### src/rtl/seg_scan_driver_if.sv
// Write port bundle for seg_scan_driver.
// Game logic (master) pushes 16-bit hex + 4 dp bits; driver (slave) reports pending.
`timescale 1ns/1ps
interface seg_scan_driver_if;
  logic        wr_en;
  logic [15:0] wr_data;
  logic [3:0]  wr_dp;
  logic        pending;

  modport master (
    output wr_en,
    output wr_data,
    output wr_dp,
    input  pending
  );

  modport slave (
    input  wr_en,
    input  wr_data,
    input  wr_dp,
    output pending
  );
endinterface

### src/rtl/seg_scan_driver.sv
// Four-digit multiplexed common-anode 7-seg driver, double-buffered data.
// Ports: clk, rst (async high), en, tick, wr (write bus), frame_done, an, seg, dp.
`timescale 1ns/1ps
module seg_scan_driver #(
  parameter int unsigned BLANK_CYC = 16
) (
  input  logic                clk,
  input  logic                rst,
  input  logic                en,
  input  logic                tick,
  seg_scan_driver_if.slave    wr,
  output logic                frame_done,
  output logic [3:0]          an,
  output logic [6:0]          seg,
  output logic                dp
);

  localparam logic [7:0] BLANK = 8'(BLANK_CYC);

  logic [1:0]  dig,  dig_n;
  logic [7:0]  bcnt, bcnt_n;
  logic [15:0] pdat, pdat_n;
  logic [3:0]  pdp,  pdp_n;
  logic        pv,   pv_n;
  logic [15:0] adat, adat_n;
  logic [3:0]  adp,  adp_n;
  logic        fd_n;
  logic [3:0]  an_n;
  logic [6:0]  seg_n;
  logic        dp_n;
  logic [3:0]  nib;

  function automatic logic [6:0] hex7(input logic [3:0] h);
    logic [6:0] s;
    s = 7'h7F;
    case (h)
      4'h0: s = 7'h40;
      4'h1: s = 7'h79;
      4'h2: s = 7'h24;
      4'h3: s = 7'h30;
      4'h4: s = 7'h19;
      4'h5: s = 7'h12;
      4'h6: s = 7'h02;
      4'h7: s = 7'h78;
      4'h8: s = 7'h00;
      4'h9: s = 7'h10;
      4'hA: s = 7'h08;
      4'hB: s = 7'h03;
      4'hC: s = 7'h46;
      4'hD: s = 7'h21;
      4'hE: s = 7'h06;
      4'hF: s = 7'h0E;
      default: s = 7'h7F;
    endcase
    return s;
  endfunction

  always_comb begin
    dig_n  = dig;
    bcnt_n = bcnt;
    pdat_n = pdat;
    pdp_n  = pdp;
    pv_n   = pv;
    adat_n = adat;
    adp_n  = adp;
    fd_n   = 1'b0;
    if (bcnt != 8'd0)
      bcnt_n = bcnt - 8'd1;
    if (!en) begin
      dig_n  = 2'd0;
      bcnt_n = BLANK;
    end else if (tick) begin
      dig_n  = dig + 2'd1;
      bcnt_n = BLANK;
      if (dig == 2'd3) begin
        fd_n = 1'b1;
        if (pv) begin
          adat_n = pdat;
          adp_n  = pdp;
          pv_n   = 1'b0;
        end
      end
    end
    // A write on the wrap tick lands after the commit above,
    // so the old buffer is shown and the new one stays pending.
    if (wr.wr_en) begin
      pdat_n = wr.wr_data;
      pdp_n  = wr.wr_dp;
      pv_n   = 1'b1;
    end
  end

  // Outputs are registered from next-state so the panel
  // reflects a tick in the very next cycle.
  always_comb begin
    nib   = adat_n[{dig_n, 2'b00} +: 4];
    seg_n = hex7(nib);
    dp_n  = ~adp_n[dig_n];
    if (!en || bcnt_n != 8'd0)
      an_n = 4'hF;
    else
      an_n = ~(4'b0001 << dig_n);
  end

  always_ff @(posedge clk or posedge rst) begin
    if (rst) begin
      dig        <= 2'd0;
      bcnt       <= BLANK;
      pdat       <= 16'h0;
      pdp        <= 4'h0;
      pv         <= 1'b0;
      adat       <= 16'h0;
      adp        <= 4'h0;
      frame_done <= 1'b0;
      an         <= 4'hF;
      seg        <= 7'h7F;
      dp         <= 1'b1;
    end else begin
      dig        <= dig_n;
      bcnt       <= bcnt_n;
      pdat       <= pdat_n;
      pdp        <= pdp_n;
      pv         <= pv_n;
      adat       <= adat_n;
      adp        <= adp_n;
      frame_done <= fd_n;
      an         <= an_n;
      seg        <= seg_n;
      dp         <= dp_n;
    end
  end

  assign wr.pending = pv;

endmodule
### src/flat_wrapper.sv
// flat-port wrapper written by rule: the top's interface ports become plain ports
module seg_scan_driver_flat 
#(
  parameter int unsigned BLANK_CYC = 16
)
  (clk, rst, en, tick, frame_done, an, seg, dp, wr_wr_en, wr_wr_data, wr_wr_dp, wr_pending);
  seg_scan_driver_if wr_i ();
  input  logic clk;
  input  logic rst;
  input  logic en;
  input  logic tick;
  output logic frame_done;
  output logic [3:0] an;
  output logic [6:0] seg;
  output logic dp;
  input wire logic [$bits(wr_i.wr_en)-1:0] wr_wr_en;
  input wire logic [$bits(wr_i.wr_data)-1:0] wr_wr_data;
  input wire logic [$bits(wr_i.wr_dp)-1:0] wr_wr_dp;
  output wire logic [$bits(wr_i.pending)-1:0] wr_pending;
  assign wr_i.wr_en = wr_wr_en;
  assign wr_i.wr_data = wr_wr_data;
  assign wr_i.wr_dp = wr_wr_dp;
  assign wr_pending = wr_i.pending;
  seg_scan_driver #(.BLANK_CYC(BLANK_CYC)) u_core (.clk(clk), .rst(rst), .en(en), .tick(tick), .wr(wr_i), .frame_done(frame_done), .an(an), .seg(seg), .dp(dp));
endmodule
### config.mk
export PLATFORM = sky130hd
export DESIGN_NAME = seg_scan_driver_flat
export DESIGN_NICKNAME = d
export VERILOG_FILES = /design/src/rtl/seg_scan_driver_if.sv /design/src/rtl/seg_scan_driver.sv /design/src/flat_wrapper.sv
export SDC_FILE = /design/constraint.sdc
export NUM_CORES = 1
export LEC_CHECK = 0
export ABC_AREA = 1
export BUFFER_PORTS_ARGS = -buffer_cell sky130_fd_sc_hd__buf_2
export CAP_MARGIN = 25
export CORE_AREA = 5 5 75 129
export CTS_CLUSTER_SIZE = 28
export DETAILED_ROUTE_END_ITERATION = 10
export DIE_AREA = 0 0 80 134
export RECOVER_POWER = 50
export SYNTH_ARGS = -nofsm -noshare
export SYNTH_HDL_FRONTEND = slang
export SYNTH_SLANG_ARGS = --single-unit
### constraint.sdc
create_clock -name clk -period 6.7 [get_ports clk]
set_clock_uncertainty 0.2 [all_clocks]
set_input_delay 1.005 -clock clk [delete_from_list [all_inputs] [get_ports clk]]
set_output_delay 1.005 -clock clk [all_outputs]
set_load 0.05 [all_outputs]
==> flow_metrics.tcl <==
set metrics [dict create \
    outcome "completed" \
    synthFlopType "dfrtp_1" \
    seq_power_share_pct 37.6 \
    holdCritStartpoint "u_core.pdat[9]" \
    final_util_pct 43.7 \
    io_buffers 38 \
    setup_viol 0 \
    synth_compound_area_share_pct 5.81 \
    syn_area_per_cell_um2 7.90 \
    dieWidth_um 80 \
    fin_ws_ps 3930 \
    via_per_inst 4.30 \
    synth.area.mux_share_pct 0 \
    end_kind "register" \
    rows 45 \
    diodes 0 \
    cts.sink_count 64 \
    critPathMaxStageDelay_ps 390 \
    grt_pass1_wl_mm 11.2 \
    drv_slew 0 \
    rsz0062_at_grt "false" \
    hold_viol_final 0 \
    postCtsResizedCells 0 \
    slowest_stage "nor2_4" \
    drt-total-wl_mm 6.33 \
    tightest_slew_ps 1200 \
    p_comb_share_pct 24.0 \
    htreeDepth 3 \
    drv_cap 0 \
    ff2ff_setup_slack_ps 4200 \
    yosysTopAreaCellShare_pct 40.6 \
    p_sw_w 0.000401 \
    ir_drop_v 0.000147 \
    setup_tns_ps 0 \
    fmax_mhz 360 \
    synth_fa_ha_area_share_pct 3.18 \
    layout-drive-gt1-share_pct 19.1 \
    worst-path-max-fanout 20 \
    drc 0 \
    yosys_register_bits 64 \
    min_path_cells 2 \
    synth_simple_gate_area_share_pct 29.5 \
    maxSlewHeadroom_pct 19.7 \
    hpwl_mm 4.89 \
    grt_pass1_vias 2482 \
    fin_crit_sh_pct 41.4 \
    clk_pin_slew_ps 50 \
    area_growth_pct 19.0 \
    vias 2414 \
    cts_made_buffers 9 \
    clockBufferDepth 2 \
    cts_tree "done" \
    io_pins 39 \
    path_class "input pin to register" \
    grt.total_usage_pct 13.4 \
    place_area_mm2 0.00343 \
    antenna_found_initial 0 \
    fin_nets 473 \
    start_util_pct 36.7 \
    die_y_um 134 \
    internal-power_w 0.000882 \
    cp-start-kind "input pin" \
    clk_latency_ps 320 \
    gp_congestion 0.797 \
    power_frac_clock_pct 38.4 \
    synthXorXnorAreaFrac_pct 1.11 \
    finalCriticalPeriod_ps 2770 \
    drt-wirelength-per-cell_um 11.3 \
    synth_common_cells "nand2_1, inv_1, dfrtp_1" \
    postCtsSetupRepairBufs 0 \
    drt_first_pass_iters 4 \
    syn_inst 398 \
    rr_worst_depth 13 \
    path_cells "buf_2, nand2_1, nor2_4, o21ai_0, nand2_1, o21ai_0, nor2_1, ha_1, inv_1, nand2_1, nand2_1, nand2_1, nand2_1" \
    multi_input_comb_area_mm2 0.00124 \
    regArea_mm2 0.00162 \
    yosysWarnings 0 \
    fp.dieArea_mm2 0.0107 \
    cts_root_buf "clkbuf_16" \
    powerDensity_mw_per_mm2 343 \
    drtAntennaViolNets 0 \
    m1WireLength_mm 2.51 \
    ys_types 23 \
    syn_nets 431 \
    crit_top_cell "nand2_1" \
    synthMostInstantiatedCell "nand2_1" \
    synthTopCellsByArea "dfrtp_1, nand2_1, dfstp_2" \
    fillCellCount 932 \
    cts_hold_buf 0 \
    holdPathEnd "u_core.pdat[9]" \
    design_area_mm2 0.00374 \
    met3_length_um 167 \
    cp_data_required_time_ps 6750 \
    grt_max_degree 65 \
    synth_top_family_by_area "simple AND/OR/NAND/NOR gates" \
    r2r_start "u_core.dig[0]" \
    hold_path.class "register to register" \
    yosysSeqAreaShare_pct 51.5 \
    top_layer_used "met4" \
    drtIter0Drc 77 \
    routed-wl-met2_mm 3.48 \
    core_area_mm2 0.00856 \
    regToRegEndpoint "u_core.seg[5]" \
    place_worst_setup_slack_ps 3640 \
    netSwitchingFraction_pct 31.2 \
    grt-ovfl-total 0 \
    async_reset_ff_share_pct 100 \
    synth-edff-count 0 \
    arrival_ps 2830 \
    power_leakage_nw 2.04 \
    synth_area_leader_cell "dfrtp_1" \
    syn_area_mm2 0.00314 \
]
-- kinds of logic (layout without fill, tap and decap cells) --
group / after synthesis / count (layout)
simple gates: 219 / 219
buf+inv: 67 / 114
flops: 64 / 64
compound gates: 36 / 36
fa+ha+maj: 8 / 8
xor+xnor: 4 / 4
-- area by class of cell --
type                            instances  share of cell area (%)
Clock buffer                           10                    6.39
Clock inverter                          6                    2.21
Inverter                               59                    5.92
Multi-Input combinational cell        267                    33.1
Sequential cell                        64                    43.2
Tap cell                              117                    3.91
Timing Repair Buffer                   39                    5.25
-- placed cells by master (no fill, tap or decap), types with 2 or more instances in the layout --
master	n
o22ai_1	2
o21ai_1	4
inv_1	56
xor2_1	3
or2_1	2
nor2_4	4
nand2_2	7
buf_2	37
dfrtp_1	51
inv_2	3
ha_1	8
clkbuf_16	9
nand3_1	20
nor2_2	2
nor2_1	27
nand2_1	154
o21ai_0	29
dfstp_2	13
clkinv_2	3
bufinv_16	2
-- power groups by stage --
stage | clock, W | sequential (W) | combinational [W]
floorplan | 0 | 0.000557 | 0.000171
global placement | 0 | 0.000487 | 0.000309
detailed placement | 0 | 0.000489 | 0.000312
CTS | 0.000505 | 0.000483 | 0.000313
global route | 0.000522 | 0.000489 | 0.000347
finish | 0.000493 | 0.000482 | 0.000308
-- layer usage --
layer  global-route usage [%]  vias to the layer above
met4                     7.24                        0
met1                     14.3                     1088
met5                        0                        -
met3                     2.89                        9
met2                     23.9                       33
li1                         -                     1284
-- worst max-delay path: cells and delay by family --
kind                       cells  cell delay (ps)
buffers and inverters          2              180
adders and majority gates      1              260
AOI/OAI and AO/OA              2              270
and+or+nand+nor                8             1090
-- registers in the layout (all words and copies together), names as in the netlist --
| register | cells |
|---|---|
| u_core.an | 4 |
| u_core.pdat | 16 |
| u_core.wr.pending | 1 |
| u_core.adat | 16 |
| u_core.dig | 2 |
| u_core.bcnt | 8 |
| u_core.frame_done | 1 |
| u_core.adp | 4 |
| u_core.dp | 1 |
| u_core.seg | 7 |
| u_core.pdp | 4 |
-- per-stage QoR --
stage	total power, W	std cells	hold WS, ps
2_1_floorplan	0.000727	398	238
3_3_place_gp	0.000796	546	260
3_5_place_dp	0.000801	546	260
4_1_cts	0.00130	562	274
5_1_grt	0.00136	562	292
6_report	0.00128	562	268
-- worst max-delay path by stage --
stage / startpoint / to / slack (ps) / cells past startpoint
3_3_place_gp: tick / u_core.seg[5] / 3720 / 15
3_5_place_dp: tick / u_core.seg[5] / 3640 / 13
5_1_grt: tick / u_core.seg[5] / 3650 / 15
2_1_floorplan: rst / u_core.adat[0] / 3920 / 1
6_report: tick / u_core.seg[5] / 3930 / 13
4_1_cts: tick / u_core.seg[5] / 3980 / 13
No activity file was read; power rests on OpenSTA's default activity.
